$ cat config.mk
export PLATFORM = sky130hd
export DESIGN_NAME = image_writer_flat
export DESIGN_NICKNAME = d
export VERILOG_FILES = /design/src/rtl/image_writer_if.sv /design/src/rtl/image_writer.sv /design/src/flat_wrapper.sv
export SDC_FILE = /design/constraint.sdc
export NUM_CORES = 1
export LEC_CHECK = 0
export BUFFER_PORTS_ARGS = -buffer_cell sky130_fd_sc_hd__buf_2
export CAP_MARGIN = 0
export CORE_AREA = 8 8 135 137
export CTS_CLUSTER_DIAMETER = 120
export CTS_CLUSTER_SIZE = 30
export DETAILED_ROUTE_END_ITERATION = 8
export DIE_AREA = 0 0 143 145
export PLACE_DENSITY = 0.68
export SYNTH_ARGS = -nofsm -noshare
export SYNTH_HDL_FRONTEND = slang
export SYNTH_SLANG_ARGS = --single-unit
$ cat constraint.sdc
create_clock -name clk -period 4.35 [get_ports clk]
set_input_delay 0.435 -clock clk [delete_from_list [all_inputs] [get_ports clk]]
set_output_delay 0.435 -clock clk [all_outputs]
set_load 0.02 [all_outputs]
$ cat src/rtl/image_writer_if.sv
// image_writer_if: command, pixel-stream and RAM-write signals of the
// palette-indexed framebuffer writer.
//   cmd_*   rectangle command handshake (x0, y0, w, h)
//   pix_*   palette-index stream handshake
//   wEn/addr/dataIn  image-data RAM write port
//   busy/done        status
// Optional macro IMAGE_WRITER_FILL_EN adds cmd_fill and cmd_index.
// Modports: master drives commands and pixels; slave is the writer.
interface image_writer_if #(
  parameter int WIDTH                 = 640,
  parameter int HEIGHT                = 480,
  parameter int PIXEL_ADDRESS_WIDTH   = $clog2(WIDTH*HEIGHT)+1,
  parameter int PALETTE_ADDRESS_WIDTH = $clog2(256)+1,
  parameter int X_WIDTH               = $clog2(WIDTH)+1,
  parameter int Y_WIDTH               = $clog2(HEIGHT)+1
);
  logic                             cmd_valid;
  logic                             cmd_ready;
  logic [X_WIDTH-1:0]               cmd_x0;
  logic [Y_WIDTH-1:0]               cmd_y0;
  logic [X_WIDTH-1:0]               cmd_w;
  logic [Y_WIDTH-1:0]               cmd_h;
`ifdef IMAGE_WRITER_FILL_EN
  logic                             cmd_fill;
  logic [PALETTE_ADDRESS_WIDTH-1:0] cmd_index;
`endif
  logic                             pix_valid;
  logic                             pix_ready;
  logic [PALETTE_ADDRESS_WIDTH-1:0] pix_index;
  logic                             wEn;
  logic [PIXEL_ADDRESS_WIDTH-1:0]   addr;
  logic [PALETTE_ADDRESS_WIDTH-1:0] dataIn;
  logic                             busy;
  logic                             done;

  modport master (
`ifdef IMAGE_WRITER_FILL_EN
    output cmd_fill, cmd_index,
`endif
    output cmd_valid, cmd_x0, cmd_y0, cmd_w, cmd_h, pix_valid, pix_index,
    input  cmd_ready, pix_ready, wEn, addr, dataIn, busy, done
  );

  modport slave (
`ifdef IMAGE_WRITER_FILL_EN
    input  cmd_fill, cmd_index,
`endif
    input  cmd_valid, cmd_x0, cmd_y0, cmd_w, cmd_h, pix_valid, pix_index,
    output cmd_ready, pix_ready, wEn, addr, dataIn, busy, done
  );
endinterface

$ cat src/rtl/image_writer.sv
// image_writer: accepts a rectangle command and writes a stream of palette
// indices into the image-data RAM in raster order. Pixels outside the
// screen are consumed but not written.
// Ports:
//   clk     system clock, rising edge
//   resetn  asynchronous active-low reset
//   bus     image_writer_if.slave (command, pixel stream, RAM write, status)
// Optional macro IMAGE_WRITER_FILL_EN: adds a fill mode in which RUN
// produces one pixel per cycle with the latched cmd_index.
module image_writer #(
  parameter int WIDTH                 = 640,
  parameter int HEIGHT                = 480,
  parameter int PIXEL_ADDRESS_WIDTH   = $clog2(WIDTH*HEIGHT)+1,
  parameter int PALETTE_ADDRESS_WIDTH = $clog2(256)+1,
  parameter int X_WIDTH               = $clog2(WIDTH)+1,
  parameter int Y_WIDTH               = $clog2(HEIGHT)+1
) (
  input logic        clk,
  input logic        resetn,
  image_writer_if.slave bus
);
  localparam int PAW = PIXEL_ADDRESS_WIDTH;
  localparam logic [PAW-1:0]     WIDTH_A  = PAW'(WIDTH);
  localparam logic [X_WIDTH:0]   WIDTH_X  = (X_WIDTH+1)'(WIDTH);
  localparam logic [Y_WIDTH:0]   HEIGHT_Y = (Y_WIDTH+1)'(HEIGHT);

  typedef enum logic [1:0] {IDLE, SETUP, RUN, DONE} state_t;
  state_t state, stateNext;

  logic [X_WIDTH-1:0]               x0, w, col;
  logic [Y_WIDTH-1:0]               y0, h, row;
  logic [PAW-1:0]                   rowBase;
  logic                             fillMode;
  logic [PALETTE_ADDRESS_WIDTH-1:0] pixData;
  logic                             pixStep, lastCol, lastRow, inBounds;
  logic [X_WIDTH:0]                 xPos;
  logic [Y_WIDTH:0]                 yPos;

`ifdef IMAGE_WRITER_FILL_EN
  logic [PALETTE_ADDRESS_WIDTH-1:0] fillIndex;
  assign pixData = fillMode ? fillIndex : bus.pix_index;
`else
  assign fillMode = 1'b0;
  assign pixData  = bus.pix_index;
`endif

  assign bus.cmd_ready = (state == IDLE);
  assign bus.pix_ready = (state == RUN) && !fillMode;
  assign bus.busy      = (state != IDLE);
  assign bus.done      = (state == DONE);

  // In fill mode every RUN cycle is a pixel; otherwise only handshakes.
  assign pixStep = (state == RUN) && (fillMode || bus.pix_valid);
  assign lastCol = (col == w - X_WIDTH'(1));
  assign lastRow = (row == h - Y_WIDTH'(1));

  // One extra bit so x0+col / y0+row cannot wrap before the clip compare.
  assign xPos     = {1'b0, x0} + {1'b0, col};
  assign yPos     = {1'b0, y0} + {1'b0, row};
  assign inBounds = (xPos < WIDTH_X) && (yPos < HEIGHT_Y);

  always_ff @(posedge clk or negedge resetn) begin
    if (!resetn) state <= IDLE;
    else         state <= stateNext;
  end

  always_comb begin
    stateNext = state;
    case (state)
      IDLE:    if (bus.cmd_valid) stateNext = SETUP;
      SETUP:   stateNext = (w == '0 || h == '0) ? DONE : RUN;
      RUN:     if (pixStep && lastCol && lastRow) stateNext = DONE;
      DONE:    stateNext = IDLE;
      default: stateNext = IDLE;
    endcase
  end

  always_ff @(posedge clk or negedge resetn) begin
    if (!resetn) begin
      x0         <= '0;
      y0         <= '0;
      w          <= '0;
      h          <= '0;
      col        <= '0;
      row        <= '0;
      rowBase    <= '0;
      bus.wEn    <= 1'b0;
      bus.addr   <= '0;
      bus.dataIn <= '0;
`ifdef IMAGE_WRITER_FILL_EN
      fillMode   <= 1'b0;
      fillIndex  <= '0;
`endif
    end else begin
      bus.wEn <= 1'b0;
      case (state)
        IDLE: if (bus.cmd_valid) begin
          x0 <= bus.cmd_x0;
          y0 <= bus.cmd_y0;
          w  <= bus.cmd_w;
          h  <= bus.cmd_h;
`ifdef IMAGE_WRITER_FILL_EN
          fillMode  <= bus.cmd_fill;
          fillIndex <= bus.cmd_index;
`endif
        end
        SETUP: begin
          // Only multiply in the design; RUN steps rowBase by WIDTH per row.
          rowBase <= PAW'(y0) * WIDTH_A + PAW'(x0);
          col     <= '0;
          row     <= '0;
        end
        RUN: if (pixStep) begin
          if (inBounds) begin
            bus.wEn    <= 1'b1;
            bus.addr   <= rowBase + PAW'(col);
            bus.dataIn <= pixData;
          end
          if (lastCol) begin
            col     <= '0;
            row     <= row + Y_WIDTH'(1);
            rowBase <= rowBase + WIDTH_A;
          end else begin
            col <= col + X_WIDTH'(1);
          end
        end
        default: ;
      endcase
    end
  end
endmodule

$ cat src/flat_wrapper.sv
// flat-port wrapper written by rule: the top's interface ports become plain ports
module image_writer_flat 
#(
  parameter int WIDTH                 = 640,
  parameter int HEIGHT                = 480,
  parameter int PIXEL_ADDRESS_WIDTH   = $clog2(WIDTH*HEIGHT)+1,
  parameter int PALETTE_ADDRESS_WIDTH = $clog2(256)+1,
  parameter int X_WIDTH               = $clog2(WIDTH)+1,
  parameter int Y_WIDTH               = $clog2(HEIGHT)+1
)
  (clk, resetn, bus_cmd_valid, bus_cmd_x0, bus_cmd_y0, bus_cmd_w, bus_cmd_h, bus_pix_valid, bus_pix_index, bus_cmd_ready, bus_pix_ready, bus_wEn, bus_addr, bus_dataIn, bus_busy, bus_done);
  image_writer_if #(.WIDTH(WIDTH), .HEIGHT(HEIGHT), .PIXEL_ADDRESS_WIDTH(PIXEL_ADDRESS_WIDTH), .PALETTE_ADDRESS_WIDTH(PALETTE_ADDRESS_WIDTH), .X_WIDTH(X_WIDTH), .Y_WIDTH(Y_WIDTH)) bus_i ();
  input logic clk;
  input logic resetn;
  input wire logic [$bits(bus_i.cmd_valid)-1:0] bus_cmd_valid;
  input wire logic [$bits(bus_i.cmd_x0)-1:0] bus_cmd_x0;
  input wire logic [$bits(bus_i.cmd_y0)-1:0] bus_cmd_y0;
  input wire logic [$bits(bus_i.cmd_w)-1:0] bus_cmd_w;
  input wire logic [$bits(bus_i.cmd_h)-1:0] bus_cmd_h;
  input wire logic [$bits(bus_i.pix_valid)-1:0] bus_pix_valid;
  input wire logic [$bits(bus_i.pix_index)-1:0] bus_pix_index;
  output wire logic [$bits(bus_i.cmd_ready)-1:0] bus_cmd_ready;
  output wire logic [$bits(bus_i.pix_ready)-1:0] bus_pix_ready;
  output wire logic [$bits(bus_i.wEn)-1:0] bus_wEn;
  output wire logic [$bits(bus_i.addr)-1:0] bus_addr;
  output wire logic [$bits(bus_i.dataIn)-1:0] bus_dataIn;
  output wire logic [$bits(bus_i.busy)-1:0] bus_busy;
  output wire logic [$bits(bus_i.done)-1:0] bus_done;
  assign bus_i.cmd_valid = bus_cmd_valid;
  assign bus_i.cmd_x0 = bus_cmd_x0;
  assign bus_i.cmd_y0 = bus_cmd_y0;
  assign bus_i.cmd_w = bus_cmd_w;
  assign bus_i.cmd_h = bus_cmd_h;
  assign bus_i.pix_valid = bus_pix_valid;
  assign bus_i.pix_index = bus_pix_index;
  assign bus_cmd_ready = bus_i.cmd_ready;
  assign bus_pix_ready = bus_i.pix_ready;
  assign bus_wEn = bus_i.wEn;
  assign bus_addr = bus_i.addr;
  assign bus_dataIn = bus_i.dataIn;
  assign bus_busy = bus_i.busy;
  assign bus_done = bus_i.done;
  image_writer #(.WIDTH(WIDTH), .HEIGHT(HEIGHT), .PIXEL_ADDRESS_WIDTH(PIXEL_ADDRESS_WIDTH), .PALETTE_ADDRESS_WIDTH(PALETTE_ADDRESS_WIDTH), .X_WIDTH(X_WIDTH), .Y_WIDTH(Y_WIDTH)) u_core (.clk(clk), .resetn(resetn), .bus(bus_i));
endmodule
# == Word-level counts from Yosys, hierarchy flattened ==
# Index checks and enable logic that the tools add are counted.
# totals
reg_bits,115
word_cells,63
output_inout_bits,34
# classes
n_eq_ne,9
n_mux,16
n_mul,1
reduce_logical,15
addsub,9
n_lt_le_gt_ge,2
# op_table
op,count
$add 20x11->20,2
$mux 20,2
$pmux 20 s2,1
$mux 11,2
$pmux 11 s2,1
$add 20x10->20 const B,1
$mux 10,2
$pmux 10 s2,1
$mul 10x3->13 const B,1
$add 11x11->12,1
$lt 12x10->1 const B,1
$add 10x10->11,1
$add 11x1->11 const B,1
$eq 11x11->1,1
$logic_not 11->1,1
$lt 11x9->1 const B,1
$sub 11x1->11 const B,1
$add 10x1->10 const B,1
$eq 10x10->1,1
$logic_not 10->1,1
$sub 10x1->10 const B,1
$pmux 2 s4,1
$ne 2x1->1 const B,3
$reduce_and 2->1,3
10 further kinds,20

# == Logic depth before layout (Yosys ltp) ==
# Gate-level depths: netlist of run 1.
# depth
depth_word,6
depth_mapped,11
depth_no_buf,10

# == Worst setup path after synthesis of run 1 ==
# No wires, ideal clock.
# synth_path
kind,flip-flop to flip-flop
start,register u_core.y0[1]
end,register u_core.rowBase[17]
stages_incl_launch_ff,11
setup_ps,123
t_arrival_ps,2944
t_required_ps,4227
synth_period_minus_slack_ps,3066
path_slack_ps,1284
n_path_buf,0
cell_sequence,dfrtp_1 > ha_1 > ha_1 > fa_1 > a211oi_1 > nor2_1 > nor4_1 > nand4_1 > or3_1 > and2_0 > o221a_2
# synth_between
elab_chain_len,3
# synth_lines
element,line_no,source
start: declaration,image_writer.sv:31,"logic [Y_WIDTH-1:0] y0, h, row;"
start signal: assignment,image_writer.sv:99,y0 <= bus.cmd_y0;
$mul 10x3->13,image_writer.sv:109,rowBase <= PAW'(y0) * WIDTH_A + PAW'(x0);
$add 20x11->20,image_writer.sv:109,
$pmux 20 s2,image_writer.sv:96,case (state)
end signal: assignment,image_writer.sv:109,
end signal: assignment,image_writer.sv:122,rowBase <= rowBase + WIDTH_A;
end: declaration,image_writer.sv:32,logic [PAW-1:0] rowBase;
# Every way passes these cells.
# A chain may end at the register's enable or synchronous reset.

# == Final worst setup path of run 1 ==
# Same ends and word-level chain as after synthesis.

==> results of run 1 <==
-- routing by layer --
layer,GRT usage [%],vias up,share of wire (%)
li1,-,3161,-
met1,25.37,3087,47
met2,30.05,167,47
met3,3.871,20,5.1
met4,4.785,0,1.2
met5,0,-,0
-- cells in the final DEF, fill, tap and decap left out, types with 6 or more instances in the layout --
master / Yosys / routed
o21ai_0: 44 / 44
nor3_1: 25 / 25
buf_2: 3 / 87
nor2_1: 29 / 29
inv_1: 44 / 44
a31oi_1: 11 / 11
o211ai_1: 6 / 6
o22ai_1: 6 / 6
o2111ai_1: 7 / 7
dfrtp_1: 115 / 115
mux2i_1: 12 / 12
nand3_1: 28 / 28
mux2_2: 73 / 73
nand2b_1: 9 / 9
xnor2_1: 34 / 34
nand4_1: 10 / 10
a21o_1: 9 / 9
or3_1: 7 / 7
nand2_1: 52 / 51
and3_1: 11 / 11
nor4_1: 6 / 6
ha_1: 60 / 60
buf_4: 0 / 7
o21a_1: 13 / 13
a21oi_1: 40 / 40
a211oi_1: 13 / 13
xor2_1: 16 / 16
o31ai_1: 7 / 7
nor2b_1: 6 / 6
clkbuf_16: 0 / 17
-- per-stage QoR --
step,area (um2),setup slack [ns],total power [W],utilization (%),hold slack (ns)
global route,9169,0.6777,0.002802,56.70,0.1714
global placement,8544,1.123,0.001240,52.84,0.4814
CTS,9169,0.9908,0.002737,56.70,0.1254
finish,9169,0.9763,0.002709,56.70,0.1075
detailed placement,8544,0.9943,0.001242,52.84,0.4888
floorplan,7891,1.284,0.001176,-,0.1394
-- final timing paths --
path | cells after the start | slack, ns | from | endpoint
min in group clk | 2 | 0.25 | bus_cmd_w[10] | u_core.w[10]$_DFFE_PN0P_
min reg2reg | 1 | 0.50 | u_core.bus.addr[12]$_DFFE_PN0P_ | u_core.bus.addr[12]$_DFFE_PN0P_
max in group asynchronous | 2 | 3.35 | resetn | u_core.y0[8]$_DFFE_PN0P_
max | 10 | 0.98 | u_core.y0[1]$_DFFE_PN0P_ | u_core.rowBase[17]$_DFFE_PN0P_
min | 1 | 0.11 | resetn | u_core.w[7]$_DFFE_PN0P_
max reg2reg | 10 | 0.98 | u_core.y0[1]$_DFFE_PN0P_ | u_core.rowBase[17]$_DFFE_PN0P_
-- final cells by class --
class / count / area [um2] / area share [%]
multi-input combinational: 616 / 4738 / 51.68
sequential: 115 / 2878 / 31.39
timing repair buffer: 94 / 488.0 / 5.322
clock buffer: 19 / 442.9 / 4.831
tap: 220 / 275.3 / 3.002
clock inverter: 13 / 181.4 / 1.979
inverter: 44 / 165.2 / 1.801
-- synthesized netlist by cell type (6+ instances only) --
| cell type | count |
|---|---|
| nor4_1 | 6 |
| a21o_1 | 9 |
| mux2_2 | 73 |
| a21oi_1 | 40 |
| nand2_1 | 52 |
| inv_1 | 44 |
| o2111ai_1 | 7 |
| xnor2_1 | 34 |
| dfrtp_1 | 115 |
| o21ai_0 | 44 |
| a31oi_1 | 11 |
| ha_1 | 60 |
| xor2_1 | 16 |
| clkbuf_1 | 22 |
| mux2i_1 | 12 |
| a211oi_1 | 13 |
| nor2_1 | 29 |
| o21a_1 | 13 |
| nor3_1 | 25 |
| o22ai_1 | 6 |
| o211ai_1 | 6 |
| nand2b_1 | 9 |
| o31ai_1 | 7 |
| or3_1 | 7 |
| and3_1 | 11 |
| nand3_1 | 28 |
| nor2b_1 | 6 |
| nand4_1 | 10 |
-- registers in the layout (all words and copies together), names as in the netlist --
signal and flops:
u_core.row 10, u_core.rowBase 20, u_core.col 11, u_core.bus.dataIn 9, u_core.bus.wEn 1, u_core.y0 10
u_core.x0 11, u_core.bus.addr 20, u_core.w 11, u_core.h 10, u_core.state 2
-- power by group through the flow --
stage                     Clock [W]  Combinational (W)  Sequential [W]
after floorplan                   0          0.0000643         0.00111
after global placement            0           0.000116         0.00112
after detailed placement          0           0.000117         0.00112
after CTS                   0.00151           0.000119         0.00111
after global routing        0.00156           0.000133         0.00111
final                       0.00149           0.000115         0.00111
-- logic make-up (layout without fill, tap and decap cells) --
kind of cell	Yosys count	after routing	share of synthesized area, %
XOR/XNOR	51	51	5.835
AO/OA/AOI/OAI	202	202	17.60
buffers and inverters	73	170	3.520
adder cells (fa/ha/maj)	63	63	10.27
multiplexers	85	85	11.94
AND/OR/NAND/NOR	215	215	14.37
flip-flops	115	115	36.47
==> results.toml, run 1 <==
[floorplanning]
chipWidth_um = 143
start_util_pct = 48.80
die_h_um = 145
dieArea_mm2 = 0.02074
io_pins = 89
row_count = 47
coreArea_mm2 = 0.01617

[clocking]
cts-buffers-inserted = 17
clockBufferDepth = 2
hold_buffers = 0
cts_tree = "yes"
cts.clk_slew.worst_paths_ns = 0.06
postCtsSetupBuffers = 0
htreeDepth = 4
clock_sinks = 115
cts.repair.resized = 0
clk_latency_ns = 0.41
cts_root_buf = "clkbuf_16"

[timing]
fin_crit_sh_pct = 77.56
min_period_ns = 3.374
rsz0062_at_grt = "no"
skew_ns = 0.007117
slew_headroom_pct = 31.06
worstMarginPinSlew_ns = 1.030
setup_tns_ns = 0
hold_violations = 0
finalMaxSlewViolations = 0
setup_violations = 0
max_freq_mhz = 296.4

[yosys]
synth.ff_latch_count = 115
synthFlopType = "dfrtp_1"
syn-num-nets = 922
synth_edf_count = 0
syn-cell-area_mm2 = 0.007891
syn_area_per_cell_um2 = 9.815
async_flop_share_pct = 100.0
synth.distinct_cells = 67
ys_seq_area_share_pct = 36.47
synthDominantCellAreaShare_pct = 36.47
yosysWarnings = 0
synth_area_leaders = "dfrtp_1 (36%), mux2_2 (10%), ha_1 (9.5%), xnor2_1 (3.8%), o21ai_0 (2.8%)"
yosysTopAreaCell = "dfrtp_1"
syn_inst = 804

[setup_path]
cp_slowest_stage_delay_ns = 0.46
cp-end-kind = "flip-flop"
crit_top_cell = "ha_1"
path_class = "reg2reg"
cp_data_required_time_ns = 4.65
crit_buf_inv = 0
slowest_stage = "nor4_1"
cp.arrival_ns = 3.67
critPathTopFamily = "simple AND/OR/NAND/NOR gates"
crit_fanout = 5
cp_cell_sequence = "ha_1, ha_1, fa_1, a211oi_1, nor2_1, nor4_1, nand4_1, or3_1, and2_0, o221a_2"
cp-start-kind = "flip-flop"

[power]
p_int_w = 0.002105
power.switching_w = 0.0006035
vdd_ir_drop_max_mv = 0.2509
clkPwrFrac_pct = 54.9
p_leak_nw = 4.465
powerDensity_mw_per_mm2 = 295.4
sw_frac_of_total_pct = 22.28
p_comb_share_pct = 4.3
seqPwrFrac_pct = 40.9

[route]
ant_nets = 0
drc = 0
drt_pass1_iterations = 5
drtIter0Drc = 472
via_count = 6435
routed_via_density = 5.740
wl_per_cell_um = 16.58
finalWirelength_mm = 18.59

[worst_hold_path]
worstHoldPathType = "in2async"

[global_routing]
grt_usage_pct = 18.83
overflow = 0
grt_pass1_vias = 6457
antenna_found_initial = 0
grt_pass1_wl_mm = 32.02
grt_max_degree = 61

[place]
dp.final_hpwl_mm = 13.76
port_buffers = 88
dp.cells = 1089
gp_congestion = 0.8529

[finish]
fillers = 1429
synthToLayoutAreaGrowth_pct = 16.19
antennaDiodeCount = 0
layout-drive-gt1-share_pct = 23.75
nets = 1006
layout.cells.non_filler = 1121

[run]
maxCapViolCount = 0

[outcome]
run_status = "finished, final reports clean"
No activity file was read; power rests on OpenSTA's default activity.
==> run 2: changes to the inputs <==
ABC_AREA = 1   (was not set)
CORE_AREA = 8 8 139 141   (was 8 8 135 137)
DIE_AREA = 0 0 147 149   (was 0 0 143 145)
clock period = 3.4 ns   (was 4.35 ns; I/O delays follow)
==> run 2 against run 1 <==
Net effect: core utilization down 0.39 points; clock power grew 9%; clock skew increased by 0.00078 ns; flip-flop and latch count stayed put; design area grew 4.7%; synthesized area increased by 7.0%; fmax is 21% higher; non-clock buffer count up 4; sequential share of layout area shrank 1.4 points; highest routed layer unchanged.
==> results.toml, run 2 <==
[global_routing]
overflow = 0
antenna_found_initial = 0
use_met3_pct = 3.883
grt_pass1_wl_mm = 35.08
grt_most_used_layer = "met2"
grt_max_degree = 62
grtUsageMet2_pct = 32.21
grt_usage_pct = 19.25
grt_pass1_vias = 7444
met1_usage_pct = 24.81

[setup_path]
crit_fanout = 5
rrSetupSlack_ns = 0.62
cp-end-kind = "flip-flop"
cp.arrival_ns = 3.09
path_class = "reg2reg"
cp-start-kind = "flip-flop"
cp_data_required_time_ns = 3.70

[finish]
layout_common_cells = "nand2_1 (362), inv_1 (121), dfrtp_1 (115)"
layout.cells.non_filler = 1490
layout-drive-gt1-share_pct = 13.60
fin_util_pct = 56.31
antennaDiodeCount = 0
fillers = 1671
reg.largest.list = "u_core.bus.addr (20), u_core.rowBase (20)"
synthToLayoutAreaGrowth_pct = 13.79
multi_input_area_mm2 = 0.004905
final_common_cell = "nand2_1"
nets = 1370
seqCellArea_mm2 = 0.002878

[place]
gp_congestion = 0.8872
dp.final_hpwl_mm = 15.34
dp.cells = 1458
post-place-ws_ns = 0.6521
port_buffers = 88

[yosys]
async_flop_share_pct = 100.0
yosysTopAreaCell = "dfrtp_1"
syn-num-nets = 1288
synth.ff_latch_count = 115
syn-cell-area_mm2 = 0.008441
syn_inst = 1170
syn_area_per_cell_um2 = 7.214
synthFlopType = "dfrtp_1"
synthDominantCellAreaShare_pct = 34.09
yosysWarnings = 0
yosysMostFrequentCell = "nand2_1"
synth.distinct_cells = 44
synth_edf_count = 0
ys_seq_area_share_pct = 34.09
synth_area_leaders = "dfrtp_1 (34%), nand2_1 (16%), ha_1 (8.9%), inv_1 (5.4%), nor2_1 (5.1%)"
ys_top_cells_by_count = "nand2_1 (363), inv_1 (121), dfrtp_1 (115)"

[outcome]
run_status = "finished, final reports clean"

[run]
maxCapViolCount = 0

[clocking]
clockBufferDepth = 2
cts_tree = "yes"
cts.clk_slew.worst_paths_ns = 0.06
hold_buffers = 0
clk_latency_ns = 0.41
cts.repair.resized = 0
clock_sinks = 115
postCtsSetupBuffers = 0
htreeDepth = 4
cts-buffers-inserted = 17
cts_root_buf = "clkbuf_16"

[timing]
finalMaxSlewViolations = 0
rsz0062_at_grt = "no"
skew_ns = 0.007893
finalWorstSetupSlack_ns = 0.6169
min_period_ns = 2.783
max_freq_mhz = 359.3
fin_crit_sh_pct = 81.85
hold_violations = 0
worstMarginPinSlew_ns = 0.7984
slew_headroom_pct = 46.78
setup_violations = 0
setup_tns_ns = 0
whs_ns = 0.02431

[floorplanning]
coreArea_mm2 = 0.01706
chipWidth_um = 147
start_util_pct = 49.49
die_h_um = 149
io_pins = 89
row_count = 48
dieArea_mm2 = 0.02190

[route]
routed_via_density = 5.113
finalWirelength_mm = 20.21
via_count = 7618
drtIter0Drc = 352
drc = 0
wl_per_cell_um = 13.57
ant_nets = 0
drt_pass1_iterations = 5

[power]
vdd_ir_drop_max_mv = 0.6460
powerDensity_mw_per_mm2 = 951.9
p_leak_nw = 5.197

[worst_hold_path]
worstHoldPathType = "in2async"
run 2: changes by cell type after synthesis, moves of 35 or more:
cell	delta
mux2_2	-52
nor2_1	+85
inv_1	+77
nand4_1	+35
nand3_1	+49
nand2_1	+311
run 2: layout make-up:
cell class | count | area share, %
Multi-Input combinational cell | 895 | 51.07
Tap cell | 225 | 2.931
Sequential cell | 115 | 29.96
Inverter | 125 | 4.885
Timing Repair Buffer | 98 | 5.524
Clock buffer | 20 | 4.755
Clock inverter | 12 | 0.8729
run 2: logic make-up after synthesis:
family | count (synthesis) | share of synthesized area (%)
adder cells (fa/ha/maj) | 63 | 9.606
AND/OR/NAND/NOR | 636 | 32.11
flip-flops | 115 | 34.09
AO/OA/AOI/OAI | 125 | 8.331
XOR/XNOR | 49 | 5.084
multiplexers | 22 | 2.920
buffers and inverters | 160 | 7.856
run 2: worst max-delay path: stages (launching register included):
cell,delay [ns]
dfrtp_1,0.43
ha_1,0.33
ha_1,0.24
fa_1,0.58
nand2_1,0.09
nor2_1,0.09
nand2_1,0.06
nand3_1,0.09
nand2_1,0.08
nor2_1,0.11
nand3_1,0.11
nor2_1,0.14
nand3_1,0.08
nand3_1,0.07
nand2_1,0.07
nand2_1,0.05
nand2_1,0.05
run 2: per-stage QoR:
stage,power (W),instance area (um2)
after floorplan,0.006387,8441
after global placement,0.007422,9064
after detailed placement,0.007515,9064
after CTS,0.009185,9604
after global routing,0.01010,9604
final,0.009142,9604
run 2: worst paths after layout:
path                                                      from                              to  cells past startpoint
worst max register to register        u_core.y0[1]$_DFFE_PN0P_  u_core.rowBase[18]$_DFFE_PN0P_                     16
worst min register to register  u_core.bus.addr[5]$_DFFE_PN0P_  u_core.bus.addr[5]$_DFFE_PN0P_                      2
worst max-delay path                  u_core.y0[1]$_DFFE_PN0P_  u_core.rowBase[18]$_DFFE_PN0P_                     16
max in group asynchronous                               resetn     u_core.state[1]$_DFFE_PN0P_                      2
min in group clk                                 bus_cmd_x0[5]        u_core.x0[5]$_DFFE_PN0P_                      2
worst min-delay path                                    resetn        u_core.x0[9]$_DFFE_PN0P_                      1
run 2: power breakdown:
group          internal (W)  switching, W  total, W  leakage [nW]
logic               0.00187       0.00321   0.00508          3.50
clock network      0.000966      0.000660   0.00163         0.254
registers           0.00190      0.000535   0.00243          1.44
total               0.00474       0.00440   0.00914          5.20
run 2: per-layer routing:
metal  part of all wire, %  wire [um]  vias up
met3                   3.6        720       21
li1                      -          -     3989
met5                     0          0        -
met1                    48       9734     3482
met4                   1.4        278        0
met2                    47       9480      126
==> run 3: changes to the inputs <==
ABC_AREA = 0   (was 1)
CORE_AREA = 8 8 135 137   (was 8 8 139 141)
DIE_AREA = 0 0 143 145   (was 0 0 147 149)
clock period = 2.8 ns   (was 3.4 ns; I/O delays follow)
==> run 3 against run 2 <==
Net effect: the flow now finishes with violations (setup timing); worst hold slack improved by 0.060 ns; clock power rose by 40%; fmax fell by 9.6%; via count fell by 9.8%; worst setup slack got worse by 0.89 ns; die area fell by 5.3%; final cell count fell by 19%; core utilization rose by 6.3 points; non-clock buffer count rose by 88; highest routed layer unchanged.
==> results.toml, run 3 (synthesis gave the netlist of run 1 again) <==
[finish]
final_common_cell = "dfrtp_1"
fin_area_mm2 = 0.01013
antennaDiodeCount = 0
layout_common_cells = "dfrtp_1 (115), buf_4 (93), buf_2 (87)"
layout-drive-gt1-share_pct = 33.57
reg.largest.list = "u_core.bus.addr (20), u_core.rowBase (20)"
synthToLayoutAreaGrowth_pct = 28.35
layout.cells.non_filler = 1212
nets = 1098

[timing]
rsz0062_at_grt = "yes"
hold_violations = 0
slew_headroom_pct = 45.29
max_freq_mhz = 324.9
finalWorstSetupSlack_ns = -0.2775
whs_ns = 0.08424
skew_ns = 0.006092
min_period_ns = 3.078
fin_crit_sh_pct = 109.9
worstMarginPinSlew_ns = 0.8206
finalMaxSlewViolations = 0
setup_violations = 4

[global_routing]
grt_most_used_layer = "met2"
grt_pass1_wl_mm = 32.62
grt_max_degree = 61
antenna_found_initial = 0
use_met3_pct = 4.823
grt_pass1_vias = 6770
grt_usage_pct = 19.36
met1_usage_pct = 24.67
overflow = 0
grtUsageMet2_pct = 31.33

[route]
via_count = 6875
finalWirelength_mm = 20.24
ant_nets = 0
wl_per_cell_um = 16.70
drtIter0Drc = 384
drc = 0
drt_pass1_iterations = 5
routed_via_density = 5.672

[clocking]
htreeDepth = 4
cts.clk_slew.worst_paths_ns = 0.06
cts_root_buf = "clkbuf_16"
clockBufferDepth = 2
clock_sinks = 115
cts_tree = "yes"
cts-buffers-inserted = 17
clk_latency_ns = 0.42

[place]
dpl_cell_area_mm2 = 0.009173
gp_congestion = 0.8823
dp.final_hpwl_mm = 14.75
post-place-ws_ns = -0.1625
port_buffers = 88
dp.cells = 1166

[power]
clkPwrFrac_pct = 54.3
powerDensity_mw_per_mm2 = 417.3
seqPwrFrac_pct = 40.0
power.switching_w = 0.0009165
p_leak_nw = 5.010
vdd_ir_drop_max_mv = 0.4357
sw_frac_of_total_pct = 21.69
p_int_w = 0.003310
power_w = 0.004226
p_comb_share_pct = 5.7

[outcome]
violations = "setup timing"
run_status = "finished with violations"

[setup_path]
cp-start-kind = "flip-flop"
cp_slowest_stage_delay_ns = 0.40
path_class = "reg2reg"
cp_data_required_time_ns = 3.09
cp_cell_sequence = "ha_1, ha_2, fa_2, a211oi_2, nor2_1, nor4_2, buf_4, o2111ai_4, nor4b_4, mux2i_1, nand3_1"
cp.arrival_ns = 3.37
rrSetupSlack_ns = -0.28
slowest_stage = "dfrtp_1"
cp-end-kind = "flip-flop"
crit_fanout = 3

[floorplanning]
start_util_pct = 48.80
die_h_um = 145
row_count = 47
coreArea_mm2 = 0.01617
dieArea_mm2 = 0.02074
chipWidth_um = 143
io_pins = 89

[run]
maxCapViolCount = 0

[worst_hold_path]
worstHoldPathType = "in2reg"
[run 3: cell count changes in the layout (fill, tap and decap cells not counted), sizes merged, moves of 16 or more]
cell and delta:
nand2 -315, nor2 -92, buf +87, inv -82, mux2 +52, nand3 -49, nand4 -36, xnor2 +18
xor2 -17, a21oi -16
[run 3: cell type report]
type	instances	area, um2
Inverter	44	165.2
Timing Repair Buffer	186	1234
Fill cell	1345	6043
Clock inverter	9	153.9
Sequential cell	115	2878
Clock buffer	22	464.2
Tap cell	220	275.3
Multi-Input combinational cell	616	4959
[run 3: worst max-delay path, delay by kind of cell, from the launching register on]
kind	cells	cell delay [ns]
AO/OA/AOI/OAI	2	0.40
AND/OR/NAND/NOR	4	0.87
multiplexers	1	0.24
flip-flops	1	0.40
buffers and inverters	1	0.19
adder cells (fa/ha/maj)	3	0.84
[run 3: path summary, 6_finish.rpt]
path,from,end,cells past startpoint
worst max-delay path,u_core.y0[3]$_DFFE_PN0P_,u_core.rowBase[18]$_DFFE_PN0P_,11
worst min-delay path,bus_cmd_h[7],u_core.h[7]$_DFFE_PN0P_,2
worst max register to register,u_core.y0[3]$_DFFE_PN0P_,u_core.rowBase[18]$_DFFE_PN0P_,11
worst min register to register,u_core.bus.dataIn[1]$_DFFE_PN0P_,u_core.bus.dataIn[1]$_DFFE_PN0P_,1
max in group asynchronous,resetn,u_core.y0[4]$_DFFE_PN0P_,3
min in group asynchronous,resetn,u_core.bus.dataIn[5]$_DFFE_PN0P_,2
[run 3: per-stage QoR]
stage / TNS, ns / util (%)
final: -0.8458 / 62.63
after CTS: -0.4028 / 61.11
after detailed placement: -0.7045 / 56.72
after global routing: -1.574 / 62.63
after global placement: -0.2362 / 56.72
after floorplan: -0.1104 / -
[run 3: what timing repair did]
item,CTS,global route
gates cloned,1,0
hold endpoints to repair,58,0
pin swaps,2,20
buffers inserted,2,11
endpoints found under the setup margin,32,45
hold buffers,1,0
gates resized for setup,7,39
[run 3: layer usage]
metal	vias to the layer above	part of all wire, %
li1	3356	-
met1	3295	45
met2	191	48
met3	33	5.2
met4	0	2.0
met5	-	0
[run 3: power by group through the flow]
stage	Combinational, W	Clock [W]	Sequential [W]
after floorplan	0.0000998	0	0.00173
after global placement	0.000232	0	0.00172
after detailed placement	0.000237	0	0.00172
after CTS	0.000240	0.00233	0.00169
after global routing	0.000270	0.00240	0.00169
final	0.000241	0.00229	0.00169
